## src/rtl/mvu_dma_ctrl_if.sv

```systemverilog
// Bus bundle between the MVU DMA sequencer and its ICB read port plus MVU RAM write port.
// The master modport is the DMA side; the slave modport is the bus/memory side.
interface mvu_dma_ctrl_if #(
  parameter int ADDR_W     = 32,
  parameter int DATA_W     = 32,
  parameter int MVU_ADDR_W = 15
) ();
  logic                  m_icb_cmd_valid;
  logic                  m_icb_cmd_ready;
  logic [ADDR_W-1:0]     m_icb_cmd_addr;
  logic                  m_icb_cmd_read;
  logic                  m_icb_rsp_valid;
  logic                  m_icb_rsp_ready;
  logic                  m_icb_rsp_err;
  logic [DATA_W-1:0]     m_icb_rsp_rdata;
  logic                  mvu_wr_data_en;
  logic                  mvu_wr_weight_en;
  logic [MVU_ADDR_W-1:0] mvu_wr_addr;
  logic [DATA_W-1:0]     mvu_wr_data;

  modport master (
    output m_icb_cmd_valid, m_icb_cmd_addr, m_icb_cmd_read, m_icb_rsp_ready,
    output mvu_wr_data_en, mvu_wr_weight_en, mvu_wr_addr, mvu_wr_data,
    input  m_icb_cmd_ready, m_icb_rsp_valid, m_icb_rsp_err, m_icb_rsp_rdata
  );

  modport slave (
    input  m_icb_cmd_valid, m_icb_cmd_addr, m_icb_cmd_read, m_icb_rsp_ready,
    input  mvu_wr_data_en, mvu_wr_weight_en, mvu_wr_addr, mvu_wr_data,
    output m_icb_cmd_ready, m_icb_rsp_valid, m_icb_rsp_err, m_icb_rsp_rdata
  );
endinterface

```

## src/rtl/mvu_dma_ctrl.sv

```systemverilog
// MVU DMA transfer sequencer: copies (size+1) words from DRAM over ICB into MVU data/weight RAM.
// Optional MVU_DMA_ABORT_ON_ERR_EN: a response error ends the transfer without writing that beat.
module mvu_dma_ctrl #(
  parameter int ADDR_W     = 32,
  parameter int DATA_W     = 32,
  parameter int LEN_W      = 16,
  parameter int MVU_ADDR_W = 15
) (
  input  logic              clk,
  input  logic              rst,
  input  logic [ADDR_W-1:0] cfg_src_addr_i,
  input  logic [31:0]       cfg_dst_addr_i,
  input  logic [LEN_W-1:0]  cfg_size_i,
  input  logic              cfg_role_i,
  input  logic              cfg_start_i,
  output logic [31:0]       status_o,
  output logic              dma_done_o,
  mvu_dma_ctrl_if.master    bus
);

  localparam logic [ADDR_W-1:0]     SRC_STRIDE = ADDR_W'(DATA_W / 8);
  localparam logic [MVU_ADDR_W-1:0] DST_ONE    = MVU_ADDR_W'(1);
  localparam logic [LEN_W:0]        CNT_ONE    = (LEN_W + 1)'(1);

  typedef enum logic [2:0] {
    S_IDLE    = 3'd0,
    S_RD_REQ  = 3'd1,
    S_RD_WAIT = 3'd2,
    S_WR      = 3'd3,
    S_DONE    = 3'd4
  } state_e;

  state_e                state_q,    state_d;
  logic [ADDR_W-1:0]     cur_src_q,  cur_src_d;
  logic [MVU_ADDR_W-1:0] cur_dst_q,  cur_dst_d;
  logic [LEN_W-1:0]      size_q,     size_d;
  logic                  role_q,     role_d;
  logic [DATA_W-1:0]     rdata_q,    rdata_d;
  logic [LEN_W:0]        beat_cnt_q, beat_cnt_d;
  logic                  busy_q,     busy_d;
  logic                  done_q,     done_d;
  logic                  err_q,      err_d;
  logic                  unused_dst_hi_s;

  // Upper destination bits are outside the MVU RAM address space.
  assign unused_dst_hi_s = ^cfg_dst_addr_i[31:MVU_ADDR_W];

  // State and datapath registers.
  always_ff @(posedge clk or posedge rst) begin
    if (rst) begin
      state_q    <= S_IDLE;
      cur_src_q  <= '0;
      cur_dst_q  <= '0;
      size_q     <= '0;
      role_q     <= 1'b0;
      rdata_q    <= '0;
      beat_cnt_q <= '0;
      busy_q     <= 1'b0;
      done_q     <= 1'b0;
      err_q      <= 1'b0;
    end else begin
      state_q    <= state_d;
      cur_src_q  <= cur_src_d;
      cur_dst_q  <= cur_dst_d;
      size_q     <= size_d;
      role_q     <= role_d;
      rdata_q    <= rdata_d;
      beat_cnt_q <= beat_cnt_d;
      busy_q     <= busy_d;
      done_q     <= done_d;
      err_q      <= err_d;
    end
  end

  // Next-state and datapath update.
  always_comb begin
    state_d    = state_q;
    cur_src_d  = cur_src_q;
    cur_dst_d  = cur_dst_q;
    size_d     = size_q;
    role_d     = role_q;
    rdata_d    = rdata_q;
    beat_cnt_d = beat_cnt_q;
    busy_d     = busy_q;
    done_d     = done_q;
    err_d      = err_q;
    case (state_q)
      S_IDLE: begin
        if (cfg_start_i) begin
          cur_src_d  = cfg_src_addr_i;
          cur_dst_d  = cfg_dst_addr_i[MVU_ADDR_W-1:0];
          size_d     = cfg_size_i;
          role_d     = cfg_role_i;
          beat_cnt_d = '0;
          done_d     = 1'b0;
          err_d      = 1'b0;
          busy_d     = 1'b1;
          state_d    = S_RD_REQ;
        end else begin
          state_d = S_IDLE;
        end
      end
      S_RD_REQ: begin
        if (bus.m_icb_cmd_ready) begin
          state_d = S_RD_WAIT;
        end else begin
          state_d = S_RD_REQ;
        end
      end
      S_RD_WAIT: begin
        if (bus.m_icb_rsp_valid) begin
          rdata_d = bus.m_icb_rsp_rdata;
          if (bus.m_icb_rsp_err) begin
            err_d = 1'b1;
`ifdef MVU_DMA_ABORT_ON_ERR_EN
            state_d = S_DONE;
`else
            state_d = S_WR;
`endif
          end else begin
            state_d = S_WR;
          end
        end else begin
          state_d = S_RD_WAIT;
        end
      end
      S_WR: begin
        beat_cnt_d = beat_cnt_q + CNT_ONE;
        // Count holds beats already written, so equality with size marks the last beat.
        if (beat_cnt_q == {1'b0, size_q}) begin
          state_d = S_DONE;
        end else begin
          cur_src_d = cur_src_q + SRC_STRIDE;
          cur_dst_d = cur_dst_q + DST_ONE;
          state_d   = S_RD_REQ;
        end
      end
      S_DONE: begin
        busy_d  = 1'b0;
        done_d  = 1'b1;
        state_d = S_IDLE;
      end
      default: begin
        state_d = S_IDLE;
      end
    endcase
  end

  // Output decode from registered state.
  always_comb begin
    bus.m_icb_cmd_valid  = (state_q == S_RD_REQ);
    bus.m_icb_cmd_addr   = cur_src_q;
    bus.m_icb_cmd_read   = 1'b1;
    bus.m_icb_rsp_ready  = (state_q == S_RD_WAIT);
    bus.mvu_wr_data_en   = (state_q == S_WR) && !role_q;
    bus.mvu_wr_weight_en = (state_q == S_WR) && role_q;
    bus.mvu_wr_addr      = cur_dst_q;
    bus.mvu_wr_data      = rdata_q;
    dma_done_o           = (state_q == S_DONE);
    status_o             = {16'(beat_cnt_q), 13'd0, err_q, done_q, busy_q};
  end

endmodule

```

## src/flat_wrapper.sv

```systemverilog
// flat-port wrapper written by rule: the top's interface ports become plain ports
module mvu_dma_ctrl_flat 
#(
  parameter int ADDR_W     = 32,
  parameter int DATA_W     = 32,
  parameter int LEN_W      = 16,
  parameter int MVU_ADDR_W = 15
)
  (clk, rst, cfg_src_addr_i, cfg_dst_addr_i, cfg_size_i, cfg_role_i, cfg_start_i, status_o, dma_done_o, bus_m_icb_cmd_valid, bus_m_icb_cmd_addr, bus_m_icb_cmd_read, bus_m_icb_rsp_ready, bus_mvu_wr_data_en, bus_mvu_wr_weight_en, bus_mvu_wr_addr, bus_mvu_wr_data, bus_m_icb_cmd_ready, bus_m_icb_rsp_valid, bus_m_icb_rsp_err, bus_m_icb_rsp_rdata);
  mvu_dma_ctrl_if #(.ADDR_W(ADDR_W), .DATA_W(DATA_W), .MVU_ADDR_W(MVU_ADDR_W)) bus_i ();
  input  logic clk;
  input  logic rst;
  input  logic [ADDR_W-1:0] cfg_src_addr_i;
  input  logic [31:0] cfg_dst_addr_i;
  input  logic [LEN_W-1:0] cfg_size_i;
  input  logic cfg_role_i;
  input  logic cfg_start_i;
  output logic [31:0] status_o;
  output logic dma_done_o;
  output wire logic [$bits(bus_i.m_icb_cmd_valid)-1:0] bus_m_icb_cmd_valid;
  output wire logic [$bits(bus_i.m_icb_cmd_addr)-1:0] bus_m_icb_cmd_addr;
  output wire logic [$bits(bus_i.m_icb_cmd_read)-1:0] bus_m_icb_cmd_read;
  output wire logic [$bits(bus_i.m_icb_rsp_ready)-1:0] bus_m_icb_rsp_ready;
  output wire logic [$bits(bus_i.mvu_wr_data_en)-1:0] bus_mvu_wr_data_en;
  output wire logic [$bits(bus_i.mvu_wr_weight_en)-1:0] bus_mvu_wr_weight_en;
  output wire logic [$bits(bus_i.mvu_wr_addr)-1:0] bus_mvu_wr_addr;
  output wire logic [$bits(bus_i.mvu_wr_data)-1:0] bus_mvu_wr_data;
  input wire logic [$bits(bus_i.m_icb_cmd_ready)-1:0] bus_m_icb_cmd_ready;
  input wire logic [$bits(bus_i.m_icb_rsp_valid)-1:0] bus_m_icb_rsp_valid;
  input wire logic [$bits(bus_i.m_icb_rsp_err)-1:0] bus_m_icb_rsp_err;
  input wire logic [$bits(bus_i.m_icb_rsp_rdata)-1:0] bus_m_icb_rsp_rdata;
  assign bus_m_icb_cmd_valid = bus_i.m_icb_cmd_valid;
  assign bus_m_icb_cmd_addr = bus_i.m_icb_cmd_addr;
  assign bus_m_icb_cmd_read = bus_i.m_icb_cmd_read;
  assign bus_m_icb_rsp_ready = bus_i.m_icb_rsp_ready;
  assign bus_mvu_wr_data_en = bus_i.mvu_wr_data_en;
  assign bus_mvu_wr_weight_en = bus_i.mvu_wr_weight_en;
  assign bus_mvu_wr_addr = bus_i.mvu_wr_addr;
  assign bus_mvu_wr_data = bus_i.mvu_wr_data;
  assign bus_i.m_icb_cmd_ready = bus_m_icb_cmd_ready;
  assign bus_i.m_icb_rsp_valid = bus_m_icb_rsp_valid;
  assign bus_i.m_icb_rsp_err = bus_m_icb_rsp_err;
  assign bus_i.m_icb_rsp_rdata = bus_m_icb_rsp_rdata;
  mvu_dma_ctrl #(.ADDR_W(ADDR_W), .DATA_W(DATA_W), .LEN_W(LEN_W), .MVU_ADDR_W(MVU_ADDR_W)) u_core (.clk(clk), .rst(rst), .cfg_src_addr_i(cfg_src_addr_i), .cfg_dst_addr_i(cfg_dst_addr_i), .cfg_size_i(cfg_size_i), .cfg_role_i(cfg_role_i), .cfg_start_i(cfg_start_i), .status_o(status_o), .dma_done_o(dma_done_o), .bus(bus_i));
endmodule
```

## config.mk

```make
export PLATFORM = sky130hd
export DESIGN_NAME = mvu_dma_ctrl_flat
export DESIGN_NICKNAME = d
export VERILOG_FILES = /design/src/rtl/mvu_dma_ctrl_if.sv /design/src/rtl/mvu_dma_ctrl.sv /design/src/flat_wrapper.sv
export SDC_FILE = /design/constraint.sdc
export NUM_CORES = 1
export LEC_CHECK = 0
export ABC_AREA = 0
export BUFFER_PORTS_ARGS = -buffer_cell sky130_fd_sc_hd__buf_4
export CORE_ASPECT_RATIO = 0.7
export CORE_UTILIZATION = 30
export DETAILED_ROUTE_END_ITERATION = 12
export PLACE_DENSITY = 0.57
export RECOVER_POWER = 50
export SETUP_SLACK_MARGIN = 0.15
export SLEW_MARGIN = 20
export SYNTH_ARGS = -nofsm -noshare
export SYNTH_HDL_FRONTEND = slang
export SYNTH_SLANG_ARGS = --single-unit
```

## constraint.sdc

```tcl
create_clock -name clk -period 3.8 [get_ports clk]
set_clock_uncertainty 0.2 [all_clocks]
set_input_delay 0.38 -clock clk [delete_from_list [all_inputs] [get_ports clk]]
set_output_delay 0.38 -clock clk [all_outputs]
set_load 0.1 [all_outputs]
```

==> results of run 1 <==
synth_stat cells, drive strengths merged, types with 2 or more instances:
master  number
dfrtp      119
nand2       97
buf         47
nand3       40
nor2        33
mux2        32
o21ai       32
nor3        22
xor2        19
clkbuf      18
and3        16
a211oi      14
a21oi       14
nand4       14
a311oi       9
inv          9
and2         8
and4         8
o22ai        8
a22oi        7
a31oi        6
mux2i        6
nor4         5
o211ai       5
a21o         4
o311ai       4
or3          4
or4          4
a32o         3
ha           3
xnor2        3
a221oi       2
a32oi        2
a41oi        2
conb         2
nand3b       2
nor3b        2
o211a        2
o221a        2
o32ai        2
layout by cell type, fill, tap and decap left out, types with 3 or more instances in the layout:
cell type and count:
o211ai_1 5, conb_1 14, dlygate4sd3_1 53, xor2_1 19
mux2_2 32, a211oi_2 7, nand3_1 39, o21ai_0 30
a311oi_1 9, buf_4 114, inv_1 8, a31oi_1 6
a21oi_1 13, a21o_1 4, inv_6 3, a32o_1 3
nor4_2 3, mux2i_1 6, clkbuf_1 100, and4_1 7
a211oi_1 7, and2_1 7, o311ai_0 4, clkinv_4 3
o22ai_1 8, xnor2_1 3, nor3_1 21, clkinvlp_4 3
bufinv_16 3, nor2_1 33, or3_1 4, or4_1 3
ha_1 3, clkbuf_16 17, nand4_1 13, a22oi_1 7
dfrtp_1 119, and3_1 16, nand2_1 96
flip-flops by register name, summed over array words and instances (netlist names):
register and flops:
u_core.bus.mvu_wr_data 32, u_core.bus.mvu_wr_addr 15, u_core.done_q 1, u_core.role_q 1
u_core.busy_q 1, u_core.beat_cnt_q 17, u_core.bus.m_icb_cmd_addr 32, u_core.state_q 3
u_core.err_q 1, u_core.size_q 16
what timing repair did:
action,in CTS,in global routing
endpoints found under the hold margin,86,0
hold buffers,53,0
resized for setup,0,0
through the flow:
step                std cells  setup WS [ps]  hold WS, ps  area [sq um]
finish                   1161            840         15.9          8700
global route             1161            551         1.18          8700
CTS                      1161            882        0.250          9080
detailed placement       1076            895          269          7940
global placement         1076            942          264          7940
floorplan                 655            420          246          6350
per-layer routing:
metal | share of wire (%) | up-vias
met1 | 49 | 2750
met2 | 43 | 232
met4 | 0.93 | 0
met5 | 0 | -
met3 | 7.2 | 18
li1 | - | 2776
area by class of cell:
class / count / area [sq um]
Clock buffer: 19 / 443
Clock inverter: 13 / 170
Fill cell: 2005 / 11500
Inverter: 9 / 35.0
Multi-Input combinational cell: 462 / 2950
Sequential cell: 119 / 2980
Tap cell: 270 / 338
Timing Repair Buffer: 269 / 1790
cells by family after synthesis:
kind of cell / count (synthesis) / share of synthesized area (%)
mux: 38 / 6.68
buf+inv: 74 / 6.83
compound gates: 125 / 14.3
flops: 119 / 47.3
other cells: 2 / 0.119
fa+ha+maj: 3 / 0.596
xor+xnor: 22 / 3.06
simple gates: 260 / 21.1
final timing paths:
kind / endpoint
worst max-delay path: u_core.bus.mvu_wr_data[23]$_DFFE_PP0N_
worst min-delay path: u_core.bus.mvu_wr_data[5]$_DFFE_PP0N_
worst max register to register: u_core.bus.mvu_wr_data[23]$_DFFE_PP0N_
worst min register to register: u_core.done_q$_DFFE_PP0P_
max in group asynchronous: u_core.bus.m_icb_cmd_addr[18]$_DFFE_PP0P_
min in group asynchronous: u_core.bus.mvu_wr_data[3]$_DFFE_PP0N_
==> reports/results.txt, run 1 <==
Mapped Avg Cell Area: 9.79 sq um
crit path DAT: 3050 ps
row cnt: 43
synth unique cells: 68
post-synthesis cell area: 6300 sq um
met2 usage: 28.8%
worst reg2reg path depth: 4
Clk Tree Root Cell: clkbuf_16
Slew Viols, Final: 69
GR peak layer: met2
RR Startpoint: u_core.state_q[1]$_DFF_PP0_
Vias/cell: 4.98
slew margin rel.: -16.6%
Antenna Nets Post-Route: 0
CTS max path bufs: 2
CTS tree: built
Critical Path Fanout Max: 33
H-tree depth: 4
Worst Hold Depth: 2
setup bufs post-CTS: 0
Initial Utilization: 31.2%
crit path kind: register to register
Max stage delay on crit path: 1260 ps
area grow syn2layout: 38.2%
WL per Instance: 17.6 microns
async set-reset flop share out of synthesis: 100%
family with the most delay on the worst path: buffers and inverters
routability cong.: 0.797
Fin. Hold Viols: 0
WP depth: 4
Congestion Overflow GR: 0
CTS clk-pin slew, worst paths: 50 ps
#FFs+latches synth: 119
Core Footprint: 20200 sq um
Die ar.: 21600 sq um
Synth area leader: dfrtp_1
Critical Path RT: 3890 ps
max_cap viols: 2
number of enable flip-flop cells after synthesis: 0
DRT iter0 DRCs: 403
die width: 175 microns
detailed-route DRC error count: 0
post-route setup TNS: 0 ps
part of the cycle the worst path needs: 77.9%
Seq/Total Area, Yosys: 47.3%
CTS Buf Count: 17
final core occ: 43.1%
Hold Path Class: primary input to register
top_reg_cell synth: dfrtp_1
FMAX: 338 MHz
Clock Latency Late Sink: 420 ps
Post-Syn Instances: 643
share of cells above drive strength 1: 22.9%
I/O pin total: 236
TritonRoute pass-1 iters: 4
Buffers on Ports: 204
Clock Sinks: 119
dpl hpwl: 14100 microns
Worst R2R Setup Slack: 840 ps
Die Span Y: 123 microns
status: finished with violations
Post-Route WL: 20400 microns
Setup violations, final: 0
vias: 5776
first-pass GRT wire length: 32100 microns
largest net degree at the start of global routing: 86
slowest stage cell, crit path: clkbuf_1
n_diodes: 0
Total GRT Usage: 19.4%
met3 usage: 4.15%
worst-margin pin slew: 1750 ps
Final nets: 1000
Setup crit start kind: register
crit path cell chain: nor3b_2 -> and2_1 -> clkbuf_1 -> mux2_2
main area contributors after synthesis: dfrtp_1 (47%), mux2_2 (5.7%), nand2_1 (5.7%)
Yosys warnings: 0
worst path bufs/invs: 1
minimum clock period: 2960 ps
Hold Path Origin: bus_m_icb_rsp_rdata[5]
failing checks: max-capacitance violations, max-slew violations
RSZ-0062 raised after global routing: no
met1 Resource Use GR: 28.4%
kind of end point of the critical path: register
initial antenna violation count: 0
post-synth top area share: 47.3%
vias in the first global route: 5655
Worst Setup SP: u_core.state_q[1]$_DFF_PP0_
Power of run 1 is left out: the tool's default activity adds up to more than one toggle a clock period on the data nets, which glitch-free logic cannot reach.
==> run 2: changes to the inputs <==
- ABC_AREA: 0 -> 1
- PLACE_DENSITY: 0.57 -> 0.56
- clock period: 3.8 -> 2.4 ns (I/O delays scaled with it)
==> run 2 against run 1 <==
Routed wire length rose by 13%. Critical path type unchanged. Via count rose by 27%. Maximum frequency rose by 36%. The run now ends clean. Flip-flop and latch count did not move. Critical path depth rose by 3. Register-to-register slack got worse by 610 ps. Synthesized cell count rose by 60%. Cell area rose by 19%.
==> reports/results.txt, run 2 <==
status: finished, final reports clean
hold slack final: 107 ps (+91.6 ps)
vias: 7333 (+27%)
Initial Utilization: 30.7% (-0.53 points)
RSZ-0062 raised after global routing: no
Logic pwr share: 59.7%
largest net degree at the start of global routing: 61 (-29%)
dpl hpwl: 16100 microns (+14%)
Clock Sinks: 119 (unchanged)
first-pass GRT wire length: 37000 microns (+15%)
CTS Buf Count: 17 (unchanged)
#FFs+latches synth: 119 (unchanged)
Final nets: 1429 (+43%)
CTS tree: built
Antenna Nets Post-Route: 0 (unchanged)
crit path DAT: 2340 ps (-710 ps)
Setup WS pre-CTS: 357 ps (-538 ps)
CTS max path bufs: 2 (unchanged)
Setup crit start kind: register
routability cong.: 0.848 (+6.4%)
NetSw: 9490 uW
worst-margin pin slew: 1170 ps (-577 ps)
worst path bufs/invs: 3 (+2)
family with the most delay on the worst path: buffers and inverters
initial antenna violation count: 0 (unchanged)
H-tree depth: 4 (unchanged)
pwr/cell area: 1520 nW/um^2
commonest cells in the netlist: nand2_1 (449), dfrtp_1 (119), nor2_1 (75)
sw frac: 60.0%
CTS clk-pin slew, worst paths: 60 ps (about the same)
die width: 188 microns (+7.4%)
Mapped Avg Cell Area: 7.07 sq um (-28%)
Post-Route WL: 23000 microns (+13%)
Synth area leader: dfrtp_1
kind of end point of the critical path: register
minimum clock period: 2170 ps (-788 ps)
async set-reset flop share out of synthesis: 100% (unchanged)
Die ar.: 24900 sq um (+15%)
Die Span Y: 132 microns (+7.3%)
Clk Tree Root Cell: clkbuf_16
Setup violations, final: 0 (unchanged)
Synth Area in Adders: 0.516% (-0.080 points)
fin cells: 1638 (+41%)
largest family of logic cells by synthesized area: simple AND/OR/NAND/NOR gates
simple-gate share of the synthesized area: 41.5% (+20 points)
Clock Latency Late Sink: 430 ps (about the same)
share of cells above drive strength 1: 25.0% (+2.1 points)
part of the cycle the worst path needs: 90.5% (+13 points)
DRT iter0 DRCs: 357 (-11%)
Post-Place Cells: 1507 (+40%)
Worst R2R Setup Slack: 230 ps (-610 ps)
Critical Path RT: 2570 ps (-1320 ps)
post-route setup TNS: 0 ps (unchanged)
synth unique cells: 40 (-41%)
most frequent cells in the layout: nand2_1 (449), buf_4 (162), dfrtp_1 (110)
max_cap viols: 0 (-2)
post-synthesis mux area share: 0.138% (-6.5 points)
final worst slack: 228 ps (-612 ps)
number of enable flip-flop cells after synthesis: 0 (unchanged)
leakage: 0.00528 uW
top_reg_cell synth: dfrtp_1
detailed-route DRC error count: 0 (unchanged)
Buffers on Ports: 204 (unchanged)
count leader, synth: nand2_1
Yosys warnings: 0 (unchanged)
main area contributors after synthesis: dfrtp_1 (41%), nand2_1 (23%), nand3_1 (4.7%)
placed inst area: 8950 sq um (+13%)
Seq/Total Area, Yosys: 40.9% (-6.3 points)
Congestion Overflow GR: 0 (unchanged)
Core Footprint: 23700 sq um (+17%)
vias in the first global route: 6937 (+23%)
Max stage delay on crit path: 510 ps (-750 ps)
slew margin rel.: 22.2% (+39 points)
n_diodes: 0 (unchanged)
row cnt: 47 (+9.3%)
Hold Path Class: primary input to register
TritonRoute pass-1 iters: 8 (+4)
Critical Path Fanout Max: 45 (+36%)
area grow syn2layout: 43.0%
WL per Instance: 14.1 microns (-20%)
I/O pin total: 236 (unchanged)
crit path cell chain: nand3_2 -> inv_1 -> nor2_4 -> clkinv_2 -> buf_12 -> nand4_1 -> nand2_1
slowest stage cell, crit path: inv_1
post-synth top area share: 40.9% (-6.3 points)
setup bufs post-CTS: 0 (unchanged)
Post-Syn Instances: 1028 (+60%)
P_int: 6320 uW
maximum vdd drop: 0.00117 V
Total GRT Usage: 18.8% (-0.55 points)
fin area: 10400 sq um (+19%)
FMAX: 460 MHz (+36%)
Fin. Hold Viols: 0 (unchanged)
commonest non-fill, non-tap cell in the layout: nand2_1
Slew Viols, Final: 0 (-100%)
Clock power frac: 16.3%
post-synthesis cell area: 7270 sq um (+15%)
Vias/cell: 4.48 (-10%)
Post-Synth XOR/XNOR Area: 1.57% (-1.5 points)
Seq pwr share: 24.0%
crit path kind: register to register
Compound-Gate Fraction of Synth Area: 4.25% (-10 points)
[run 2: repair_timing]
| item | 4_1_cts | 5_1_grt |
|---|---|---|
| hold buffers | 99 | 0 |
| hold endpoints to repair | 218 | 0 |
| endpoints found under the setup margin | 2 | 4 |
| gates resized for setup | 1 | 3 |
| cloned | 0 | 0 |
[run 2: power by group through the flow]
stage                     logic, uW  clock network (uW)  registers [uW]
after global placement         9480                   0            3800
after CTS                      9690                2650            3790
after global routing          10000                2740            3930
final                          9430                2580            3790
after floorplan                3160                   0            8030
after detailed placement       9570                   0            3790
[run 2: per-layer routing]
metal / share of wire, % / GRT usage, %
met2: 41 / 26.8
met3: 6.7 / 5.14
met5: 0 / 0
met1: 51 / 28.0
met4: 0.57 / 4.34
[run 2: cell families (layout without fill, tap and decap cells)]
| family | count (synthesis) | in the layout |
|---|---|---|
| AND/OR/NAND/NOR | 685 | 685 |
| buffers and inverters | 149 | 429 |
| flip-flops | 119 | 119 |
| AO/OA/AOI/OAI | 56 | 56 |
| XOR/XNOR | 13 | 13 |
| adder cells (fa/ha/maj) | 3 | 3 |
| other | 2 | 14 |
| multiplexers | 1 | 1 |
[run 2: per-stage QoR]
| stage | total power, uW | utilization (%) |
|---|---|---|
| after floorplan | 11200 | - |
| final | 15800 | 43.9 |
| after global routing | 16700 | 43.9 |
| after CTS | 16100 | 44.4 |
| after global placement | 13300 | 37.8 |
| after detailed placement | 13400 | 37.8 |
[run 2: final timing paths]
path,startpoint,endpoint,cells after the start
max reg2reg,u_core.state_q[1]$_DFF_PP0_,u_core.bus.m_icb_cmd_addr[29]$_DFFE_PP0P_,7
max in group asynchronous,rst,u_core.bus.m_icb_cmd_addr[2]$_DFFE_PP0P_,4
min,cfg_start_i,u_core.beat_cnt_q[8]$_DFFE_PP0P_,6
max,u_core.state_q[1]$_DFF_PP0_,u_core.bus.m_icb_cmd_addr[29]$_DFFE_PP0P_,7
min in group asynchronous,rst,u_core.bus.mvu_wr_data[14]$_DFFE_PP0N_,4
min reg2reg,u_core.done_q$_DFFE_PP0P_,u_core.done_q$_DFFE_PP0P_,2
[run 2: layout make-up]
class / instances / area (sq um)
clock inverter: 15 / 158
inverter: 80 / 303
clock buffer: 17 / 425
tap: 318 / 398
multi-input combinational: 772 / 3550
fill: 2426 / 13300
timing repair buffer: 317 / 2580
sequential: 119 / 2990
[run 2: tightest hold or removal path, cell delays in order]
cell and delay [ps]:
buf_4 80, nand3_1 110, inv_2 110, nor2_4 50, nand2_1 50, a21oi_1 50
Power figures use the tool's default switching activity.
==> run 3: changes to the inputs <==
- ABC_AREA: 1 -> 0
- GPL_TIMING_DRIVEN: default -> 0
- PLACE_DENSITY: 0.56 -> 0.57
==> run 3 against run 2 <==
Cell area is 3.7% higher. Flip-flop and latch count stayed put. Critical path type unchanged. Hold slack worse by 78 ps. Critical endpoint is now u_core.bus.m_icb_cmd_addr[3]$_DFFE_PP0P_. Count of clock-buffer cells in the layout is 2 higher.
==> reports/results.txt, run 3 (synthesis gave the netlist of run 1 again) <==
met1 Resource Use GR: 33.1% (+5.1 points)
Die Span Y: 123 microns (-6.8%)
fill cell count: 1851 (-24%)
Core Footprint: 20200 sq um (-15%)
row cnt: 43 (-8.5%)
Hold Path Class: primary input to register
CTS Buf Count: 17 (unchanged)
vias: 6693 (-8.7%)
RR Startpoint: u_core.beat_cnt_q[9]$_DFFE_PP0P_
Setup crit start kind: register
met3 usage: 7.23% (+2.1 points)
RSZ-0062 raised after global routing: yes
FMAX: 423 MHz (-8.0%)
kind of end point of the critical path: register
commonest non-fill, non-tap cell in the layout: buf_4
worst-margin pin slew: 1180 ps (+6.27 ps)
Setup violations, final: 0 (unchanged)
final core occ: 53.5% (+9.6 points)
status: finished, final reports clean
Vias/cell: 5.10 (+14%)
dpl hpwl: 16800 microns (+4.4%)
Antenna Nets Post-Route: 0 (unchanged)
Clock Latency Late Sink: 430 ps (about the same)
Hold Path Origin: cfg_src_addr_i[11]
die width: 175 microns (-6.9%)
max_cap viols: 0 (unchanged)
fin cells: 1312 (-20%)
area grow syn2layout: 71.3%
Critical Path RT: 2550 ps (-20 ps)
Reg2Reg Capture Point: u_core.bus.m_icb_cmd_addr[3]$_DFFE_PP0P_
Worst R2R Setup Slack: 40 ps (-190 ps)
largest net degree at the start of global routing: 33 (-46%)
DRT iter0 DRCs: 490 (+37%)
CTS clk-pin slew, worst paths: 60 ps (about the same)
H-tree depth: 4 (unchanged)
Congestion Overflow GR: 0 (unchanged)
I/O pin total: 236 (unchanged)
end of the worst hold path: u_core.bus.m_icb_cmd_addr[11]$_DFFE_PP0P_
Worst Hold Depth: 3 (-3)
WL per Instance: 18.9 microns (+34%)
Slew Viols, Final: 0 (unchanged)
Die ar.: 21600 sq um (-13%)
first-pass GRT wire length: 37500 microns (+1.1%)
Initial Utilization: 31.2% (+0.53 points)
met2 usage: 33.9% (+7.1 points)
Total GRT Usage: 23.2% (+4.4 points)
minimum clock period: 2360 ps (+190 ps)
routability cong.: 0.845 (-0.38%)
Clk Tree Root Cell: clkbuf_16
Post-Place Cells: 1133 (-25%)
worst reg2reg path depth: 8 (+1)
Final nets: 1150 (-20%)
slew margin rel.: 21.9% (-0.40 points)
Fin. Hold Viols: 0 (unchanged)
share of cells above drive strength 1: 46.8% (+22 points)
detailed-route DRC error count: 0 (unchanged)
Clock Sinks: 119 (unchanged)
multi-input logic area: 3330 sq um (-6.0%)
slowest stage cell, crit path: dfrtp_2
TritonRoute pass-1 iters: 5 (-3)
CTS tree: built
GR peak layer: met2
register area: 3040 sq um (+1.5%)
Max stage delay on crit path: 470 ps (-40 ps)
Buffers on Ports: 204 (unchanged)
most frequent cells in the layout: buf_4 (233), nand2_1 (94), dlygate4sd3_1 (94)
CTS max path bufs: 2 (unchanged)
initial antenna violation count: 1 (+1)
vias in the first global route: 6377 (-8.1%)
crit path DAT: 2510 ps (+170 ps)
crit path cell chain: xor2_2 -> nor4_4 -> nand4_2 -> o21ai_4 -> nand2_4 -> buf_12 -> buf_16 -> a31oi_4
part of the cycle the worst path needs: 98.4% (+7.9 points)
crit path kind: register to register
Post-Route WL: 24800 microns (+7.5%)
Critical Path Fanout Max: 5 (-89%)
-- run 3: cell types whose count changed in the layout (fill, tap and decap cells not counted), moves of 37 or more --
cell and delta:
dfrtp_1 -37, dfrtp_2 +37, inv_1 -58, nand2_1 -355
buf_4 +71, nor2_1 -46
-- run 3: repair_timing --
action | 4_1_cts | 5_1_grt
setup buffers | 25 | 23
endpoints found under the hold margin | 184 | 0
endpoints found under the setup margin | 85 | 80
pin swaps | 32 | 34
gates cloned | 4 | 0
hold buffers | 94 | 0
resized for setup | 99 | 40
-- run 3: worst max-delay path by stage --
stage	startpoint	end	slack, ps	cells past startpoint
detailed placement	u_core.state_q[0]$_DFF_PP0_	u_core.err_q$_DFFE_PP0P_	-660	4
floorplan	u_core.state_q[0]$_DFF_PP0_	u_core.bus.mvu_wr_data[10]$_DFFE_PP0N_	-580	5
global route	u_core.beat_cnt_q[9]$_DFFE_PP0P_	u_core.bus.m_icb_cmd_addr[30]$_DFFE_PP0P_	-30	8
CTS	u_core.beat_cnt_q[7]$_DFFE_PP0P_	u_core.state_q[0]$_DFF_PP0_	30	7
global placement	rst	u_core.bus.m_icb_cmd_addr[17]$_DFFE_PP0P_	-660	2
finish	u_core.beat_cnt_q[9]$_DFFE_PP0P_	u_core.bus.m_icb_cmd_addr[3]$_DFFE_PP0P_	40	8
-- run 3: routing by layer --
layer	routed length [microns]	part of all wire, %	up-vias
met4	306	1.2	0
met1	11300	46	3253
li1	-	-	3079
met5	0	0	-
met2	10700	43	336
met3	2500	10	25
-- run 3: stage by stage --
| step | hold slack, ps | area [sq um] | setup slack [ps] | TNS (ps) |
|---|---|---|---|---|
| 2_1_floorplan | 145 | 6470 | -585 | -18410 |
| 3_5_place_dp | 97.1 | 8420 | -659 | -21100 |
| 3_3_place_gp | 231 | 8340 | -663 | -80910 |
| 5_1_grt | 40.6 | 10800 | -32.4 | -179 |
| 6_report | 29.2 | 10800 | 37.7 | 0 |
| 4_1_cts | 23.0 | 10600 | 27.6 | 0 |
-- run 3: final cells by class --
type,count,area share (%)
plain buffers,65,4.88
inverters,9,0.325
clock buffers,19,4.11
repair buffers,354,26.9
multi-input cells,462,30.9
well taps,270,3.13
flip-flops and latches,119,28.1
clock inverters,13,1.59
diodes,1,0.0232
-- run 3: worst max-delay path: cells and delay by family, from the launching register on --
| family | cells | cell delay (ps) |
|---|---|---|
| flops | 1 | 470 |
| compound gates | 2 | 430 |
| buf+inv | 2 | 310 |
| xor+xnor | 1 | 180 |
| simple gates | 3 | 690 |
Power of run 3 is left out for the same reason.
